==> src/rtl/prio_encoder_32x5.sv <==
// -----------------------------------------------------------------------------
// prio_encoder_32x5
//
// Registered 32-to-5 priority encoder with sticky request capture and an
// acknowledge handshake. Inverse companion of the 5x32 line decoder; used for
// interrupt and request dispatch in the datapath.
//
// Single-cycle request pulses are latched into a pending register. Each rising
// edge picks the highest-priority unmasked pending line and presents it as a
// 5-bit index with a valid flag. When the consumer acknowledges, the presented
// line's pending bit is cleared on that same edge, and the next winner is
// already visible after the edge.
//
// Parameters
//   LOW_FIRST  1: index 0 has highest priority; 0: index 31 has highest priority
//
// Ports
//   CLK    in   1   clock, all state updates on the rising edge
//   RESET  in   1   asynchronous active-low reset, clears all state while 0
//   REQ    in  32   request pulses; bit i high at an edge sets pending bit i
//   MASK   in  32   bit i high makes line i ineligible (pending bit is kept)
//   ACK    in   1   consumer has taken the currently presented IDX
//   IDX    out  5   index of the selected line (registered)
//   VALID  out  1   IDX is meaningful (registered)
//   PEND   out 32   current pending register (registered, status/debug)
//
// All outputs come straight from flops; there is no combinational path from
// any input to any output.
// -----------------------------------------------------------------------------
module prio_encoder_32x5 #(
    parameter bit LOW_FIRST = 1'b1
) (
    input  logic        CLK,
    input  logic        RESET,
    input  logic [31:0] REQ,
    input  logic [31:0] MASK,
    input  logic        ACK,
    output logic [4:0]  IDX,
    output logic        VALID,
    output logic [31:0] PEND
);

    // -------------------------------------------------------------------------
    // Helper functions
    // -------------------------------------------------------------------------

    // One-hot decode of a 5-bit index into a 32-bit line vector.
    function automatic logic [31:0] one_hot(input logic [4:0] idx);
        logic [31:0] r;
        r      = 32'd0;
        r[idx] = 1'b1;
        return r;
    endfunction

    // Index of the lowest set bit; 0 when the vector is empty. Scanning from
    // the top down lets the last assignment (the lowest bit) win.
    function automatic logic [4:0] lowest_set(input logic [31:0] v);
        logic [4:0] r;
        r = 5'd0;
        for (int i = 31; i >= 0; i--) begin
            if (v[i]) begin
                r = 5'(i);
            end else begin
                r = r;
            end
        end
        return r;
    endfunction

    // Index of the highest set bit; 0 when the vector is empty. Scanning from
    // the bottom up lets the last assignment (the highest bit) win.
    function automatic logic [4:0] highest_set(input logic [31:0] v);
        logic [4:0] r;
        r = 5'd0;
        for (int i = 0; i <= 31; i++) begin
            if (v[i]) begin
                r = 5'(i);
            end else begin
                r = r;
            end
        end
        return r;
    endfunction

    // -------------------------------------------------------------------------
    // State
    // -------------------------------------------------------------------------
    logic [31:0] pend_r;
    logic [4:0]  idx_r;
    logic        valid_r;

    // -------------------------------------------------------------------------
    // Next-state signals
    // -------------------------------------------------------------------------
    logic [31:0] clr_s;        // line being served this edge (one-hot or zero)
    logic [31:0] pend_next_s;  // pending vector after clear and new requests
    logic [31:0] elig_s;       // pending lines not masked this edge
    logic        any_s;        // at least one eligible line
    logic [4:0]  win_s;        // index of the priority winner among elig_s

    // Served-line clear: only a valid presentation can be acknowledged.
    always_comb begin
        clr_s = 32'd0;
        if (ACK && valid_r) begin
            clr_s = one_hot(idx_r);
        end else begin
            clr_s = 32'd0;
        end
    end

    // Pending update and eligibility. The OR with REQ comes after the clear so
    // a request arriving on the edge that serves the same line keeps it pending.
    always_comb begin
        pend_next_s = (pend_r & ~clr_s) | REQ;
        elig_s      = pend_next_s & ~MASK;
        any_s       = |elig_s;
    end

    // Priority selection; both scanners return 0 for an empty vector, which
    // gives IDX=0 whenever nothing is eligible.
    always_comb begin
        win_s = 5'd0;
        if (LOW_FIRST) begin
            win_s = lowest_set(elig_s);
        end else begin
            win_s = highest_set(elig_s);
        end
    end

    // State registers: pending vector, presented index and valid flag.
    always_ff @(posedge CLK or negedge RESET) begin
        if (!RESET) begin
            pend_r  <= 32'd0;
            idx_r   <= 5'd0;
            valid_r <= 1'b0;
        end else begin
            pend_r  <= pend_next_s;
            idx_r   <= win_s;
            valid_r <= any_s;
        end
    end

    // -------------------------------------------------------------------------
    // Outputs (direct flop outputs)
    // -------------------------------------------------------------------------
    assign IDX   = idx_r;
    assign VALID = valid_r;
    assign PEND  = pend_r;

endmodule

==> config.mk <==
export PLATFORM = sky130hd
export DESIGN_NAME = prio_encoder_32x5
export DESIGN_NICKNAME = d
export VERILOG_FILES = /design/src/rtl/prio_encoder_32x5.sv
export SDC_FILE = /design/constraint.sdc
export NUM_CORES = 1
export LEC_CHECK = 0
export ABC_AREA = 0
export CAP_MARGIN = 0
export CORE_ASPECT_RATIO = 0.8
export CORE_MARGIN = 2
export CORE_UTILIZATION = 47
export CTS_BUF_LIST = sky130_fd_sc_hd__clkbuf_4
export CTS_CLUSTER_SIZE = 16
export DETAILED_ROUTE_END_ITERATION = 12
export PLACE_DENSITY = 0.86
export SYNTH_ARGS = -nofsm -noshare
export SYNTH_HDL_FRONTEND = slang
export SYNTH_SLANG_ARGS = --single-unit
export TNS_END_PERCENT = 100
==> constraint.sdc <==
create_clock -name CLK -period 6.42 [get_ports CLK]
set_input_delay 1.284 -clock CLK [delete_from_list [all_inputs] [get_ports CLK]]
set_output_delay 1.284 -clock CLK [all_outputs]
set_load 0.02 [all_outputs]
After elaboration in Yosys (flattened, before gate mapping)
Cells that the tools add are included.

Magnitude comparators: 2. Muxes and demuxes: 35. Bitwise gates (word level): 5. Reductions and logical operators: 3.

Operator list (count): 5-bit 2-to-1 mux (32); 32-bit AND (2); 32-bit inverter (2); 32-bit 2-to-1 mux (1); 32-bit bitwise OR (1); 32-bit OR reduction (1); 5-bit by 6-bit less-than comparator with 1-bit output, second input constant (1); 1-bit demux with 5-bit select (1); 5-bit by 1-bit >= comparator with 1-bit output, second input constant (1); 1-bit logical AND (2); 1-bit 2-to-1 mux (1).

Bits in registers: 38. Input port bits: 67. Output and inout port bits: 38. Logic and storage cells: 48.

Longest topological paths before layout
Depth in word-level cells: 41. Mapped depth: 9.

Worst setup path before layout
OpenSTA, ideal clock, no wires.

Path kind: input to register. From: input port ACK. To: register idx_r[0], in the netlist IDX[0]. Setup time: 0.143 ns. Arrival: 2.736 ns. Slack: 3.540 ns. Cell stages on the path: 8. Buffers on the path: 1. Path through: nand4b_1 > buf_2 > o41ai_2 > o211ai_1 > a211oi_1 > nor3_1 > o41ai_1 > a211oi_1.

Word-level cells in the longest chain between the ends: 38.

RTL lines: start: declaration (line 37) `input logic ACK,`; 1-bit logical AND (*) (line 104) `if (ACK && valid_r) begin`; 32-bit 2-to-1 mux (*) (line 104); 32-bit inverter (*) (line 114) `pend_next_s = (pend_r & ~clr_s) | REQ;`; 32-bit AND (*) (line 114); 32-bit bitwise OR (*) (line 114); 32-bit AND (*) (line 115) `elig_s = pend_next_s & ~MASK;`; 5-bit 2-to-1 mux (31 in series) (line 61) `if (v[i]) begin`; 5-bit 2-to-1 mux (*) (line 61); via win_s[0] (line 99) `logic [4:0] win_s;`; end signal: assignment (line 138) `idx_r <= win_s;`; end: declaration (line 89) `logic [4:0] idx_r;`.

The timed path passes the listed nets; every way through them passes the cells marked *.

Worst setup path in the final report
Same ends and word-level chain as after synthesis.

==> flow_metrics.py <==
metrics = {
    "die": {
        "die_w_um": 83.8,
        "pin_count": 105,
        "core_sq_um": 4950,
        "fp-row-count": 23,
        "start_util": 0.484,
        "fp.dieH_um": 67.9,
        "dieArea_sq_um": 5690,
    },
    "setup_path": {
        "cp_max_fo": 11,
        "cp_top_family": "compound AO/OA/AOI/OAI gates",
        "crit_path_end_kind": "register",
        "path_buf_inv": 1,
        "worst-endpoint-required_ns": 6.65,
        "start_kind": "input port",
        "path_class": "input port to register",
        "crit_chain": "clkdlybuf4s50_1, nand4b_1, o41ai_2, o211ai_1, a211oi_1, nor3_1, o41ai_1, a211oi_1",
        "cp.arrival_ns": 4.05,
        "slowest_delay_ns": 0.63,
        "crit_slowest_cell": "o41ai_2",
        "cpMostUsedCell": "a211oi_1",
    },
    "logic_synthesis": {
        "syn-num-nets": 348,
        "synth_seq_cells": 38,
        "synth_top_flop_cell": "dfrtp_1",
        "synth_top_cells_by_area": "dfrtp_1, nand2b_1, o21ai_0",
        "synth_top_cell_by_area": "dfrtp_1",
        "netlist-cell-type-count": 52,
        "yosysSeqAreaShare": 0.397,
        "synthArstFlopShare": 1.00,
        "synth_edf_count": 0,
        "ys_warn_count": 0,
        "syn_area_sq_um": 2400,
        "yosysTopAreaCellShare": 0.397,
        "avgSynthCellArea_sq_um": 8.53,
        "synthCells": 281,
    },
    "cells_and_area": {
        "final_cell_mix": "clkdlybuf4s50_1, dfrtp_1, nor2_1",
        "syn_to_final_growth_pct": 46.8,
        "stdcell_count": 446,
        "diodes": 0,
        "drive_above_1_share": 0.0495,
        "n_fill_cell": 402,
        "nNetsFinal": 450,
        "register_area_sq_um": 951,
        "post-route-util": 0.711,
        "multi_input_area_sq_um": 1330,
        "mostFrequentLayoutCell": "clkdlybuf4s50_1",
        "fin_area_sq_um": 3520,
    },
    "power_and_ir_drop": {
        "pwr-share-comb": 0.247,
        "p_sw_mw": 0.147,
        "p_sw_frac": 0.294,
        "clock_power_share": 0.253,
        "power.leakage_nw": 1.26,
        "pwr-share-seq": 0.501,
        "powerDensity_nw_per_um2": 143,
        "peakVddDrop_uv": 108,
        "finalPower_mw": 0.501,
        "p_int_mw": 0.354,
    },
    "placed_design": {
        "place_hpwl_um": 5710,
        "place_area_sq_um": 3460,
        "gp_congestion": 0.928,
        "io_buffer_count": 104,
        "pre_cts_slack_ns": 2.29,
        "dp_cells": 438,
    },
    "clocking": {
        "htreeDepth": 2,
        "postCtsResizedCells": 0,
        "cts_tree": "yes",
        "clk_path_buf_depth": 2,
        "clkTransAtPathRegs_ns": 0.12,
        "clk_latency_ns": 0.35,
        "hold_buffers": 0,
        "clock-sinks": 38,
        "cts_buffers": 5,
        "root_buffer": "clkbuf_4",
        "post_cts_buffers": 0,
    },
    "grt": {
        "use_met3": 0.0700,
        "grt-ovfl-total": 0,
        "grtUsageTotal": 0.267,
        "grt_max_degree": 39,
        "use_met1": 0.359,
        "grt_busiest_layer": "met2",
        "grt_pass1_vias": 2429,
        "use_met2": 0.428,
        "grt_pass1_wl_um": 11800,
        "antenna_found_initial": 0,
    },
    "routing": {
        "routed_wl_um": 7460,
        "first_iter_violations": 240,
        "drc_errors": 0,
        "dr_total_vias": 2599,
        "antenna_left": 0,
        "first_pass_iters": 4,
        "vias_per_cell": 5.83,
        "wire_per_inst_um": 16.7,
    },
    "timing": {
        "slew_headroom": 0.424,
        "fin_hold_ws_ns": 0.512,
        "slew_violations": 0,
        "worst_slack_ns": 2.59,
        "worst_pin_slew_ns": 0.865,
        "fin_setup_tns_ns": 0,
        "hold_viol_final": 0,
        "finalCritPeriodShare": 0.596,
        "skew_ns": 0.00607,
        "rsz0062_at_grt": "no",
        "layout_min_cycle_time_ns": 3.83,
        "finalSetupViolCount": 0,
        "fmax_mhz": 261,
    },
    "status": {
        "status": "finished, final reports clean",
    },
    "hold_path": {
        "hold_class": "register to register",
    },
    "flow_run": {
        "drv_cap": 0,
    },
}
[worst register-to-register path, delay by kind of cell, from the launching register on]
family | cells | cell delay [ns]
AND/OR/NAND/NOR | 2 | 0.69
flip-flops | 1 | 0.47
AO/OA/AOI/OAI | 5 | 1.57
[final timing paths]
check / startpoint / to / slack, ns / depth (start not counted)
min in group asynchronous: RESET / PEND[29] / 1.03 / 1
setup / recovery: ACK / IDX[0] / 2.59 / 8
hold reg to reg: PEND[8] / PEND[8] / 0.51 / 1
hold / removal: PEND[8] / PEND[8] / 0.51 / 1
setup reg to reg: IDX[1] / IDX[0] / 3.58 / 7
max in group asynchronous: RESET / PEND[16] / 4.85 / 1
[state kept, by name (all words and copies together), names as in the netlist]
name   flops
IDX        5
VALID      1
PEND      32
[synthesized netlist by cell type (4+ instances only)]
master and instances:
nand2_1 27, a211oi_1 7, a21oi_1 15, buf_2 6, nand2b_1 20, o21ai_0 23
nor4_1 5, inv_1 20, nor2_1 30, nor3_1 4, o21ba_2 6, nand3_1 6
o21ai_1 8, dfrtp_1 38, nor4bb_1 6
[kinds of logic after synthesis]
logic type,count (synthesis),synth area share
flops,38,0.397
simple gates,123,0.290
compound gates,91,0.263
buf+inv,29,0.0501
[power by group through the flow]
stage                     logic [mW]  clock network, mW  registers, mW
final                          0.124              0.127          0.251
after global routing           0.133              0.136          0.252
after CTS                      0.123              0.128          0.251
after detailed placement       0.122                  0          0.255
after global placement         0.120                  0          0.255
after floorplan               0.0487                  0          0.258
[area by class of cell]
type                            instances  share of cell area
Clock buffer                            6              0.0128
Clock inverter                          2             0.00249
Inverter                               20              0.0213
Multi-Input combinational cell        214               0.377
Sequential cell                        38               0.270
Tap cell                               62              0.0220
Timing Repair Buffer                  104               0.294
[routing by layer]
| metal | wire length, um | vias to the layer above |
|---|---|---|
| met5 | 0 | - |
| met4 | 124 | 0 |
| met3 | 655 | 16 |
| met2 | 3430 | 139 |
| met1 | 3250 | 1206 |
| li1 | - | 1238 |
Power figures use the tool's default switching activity.
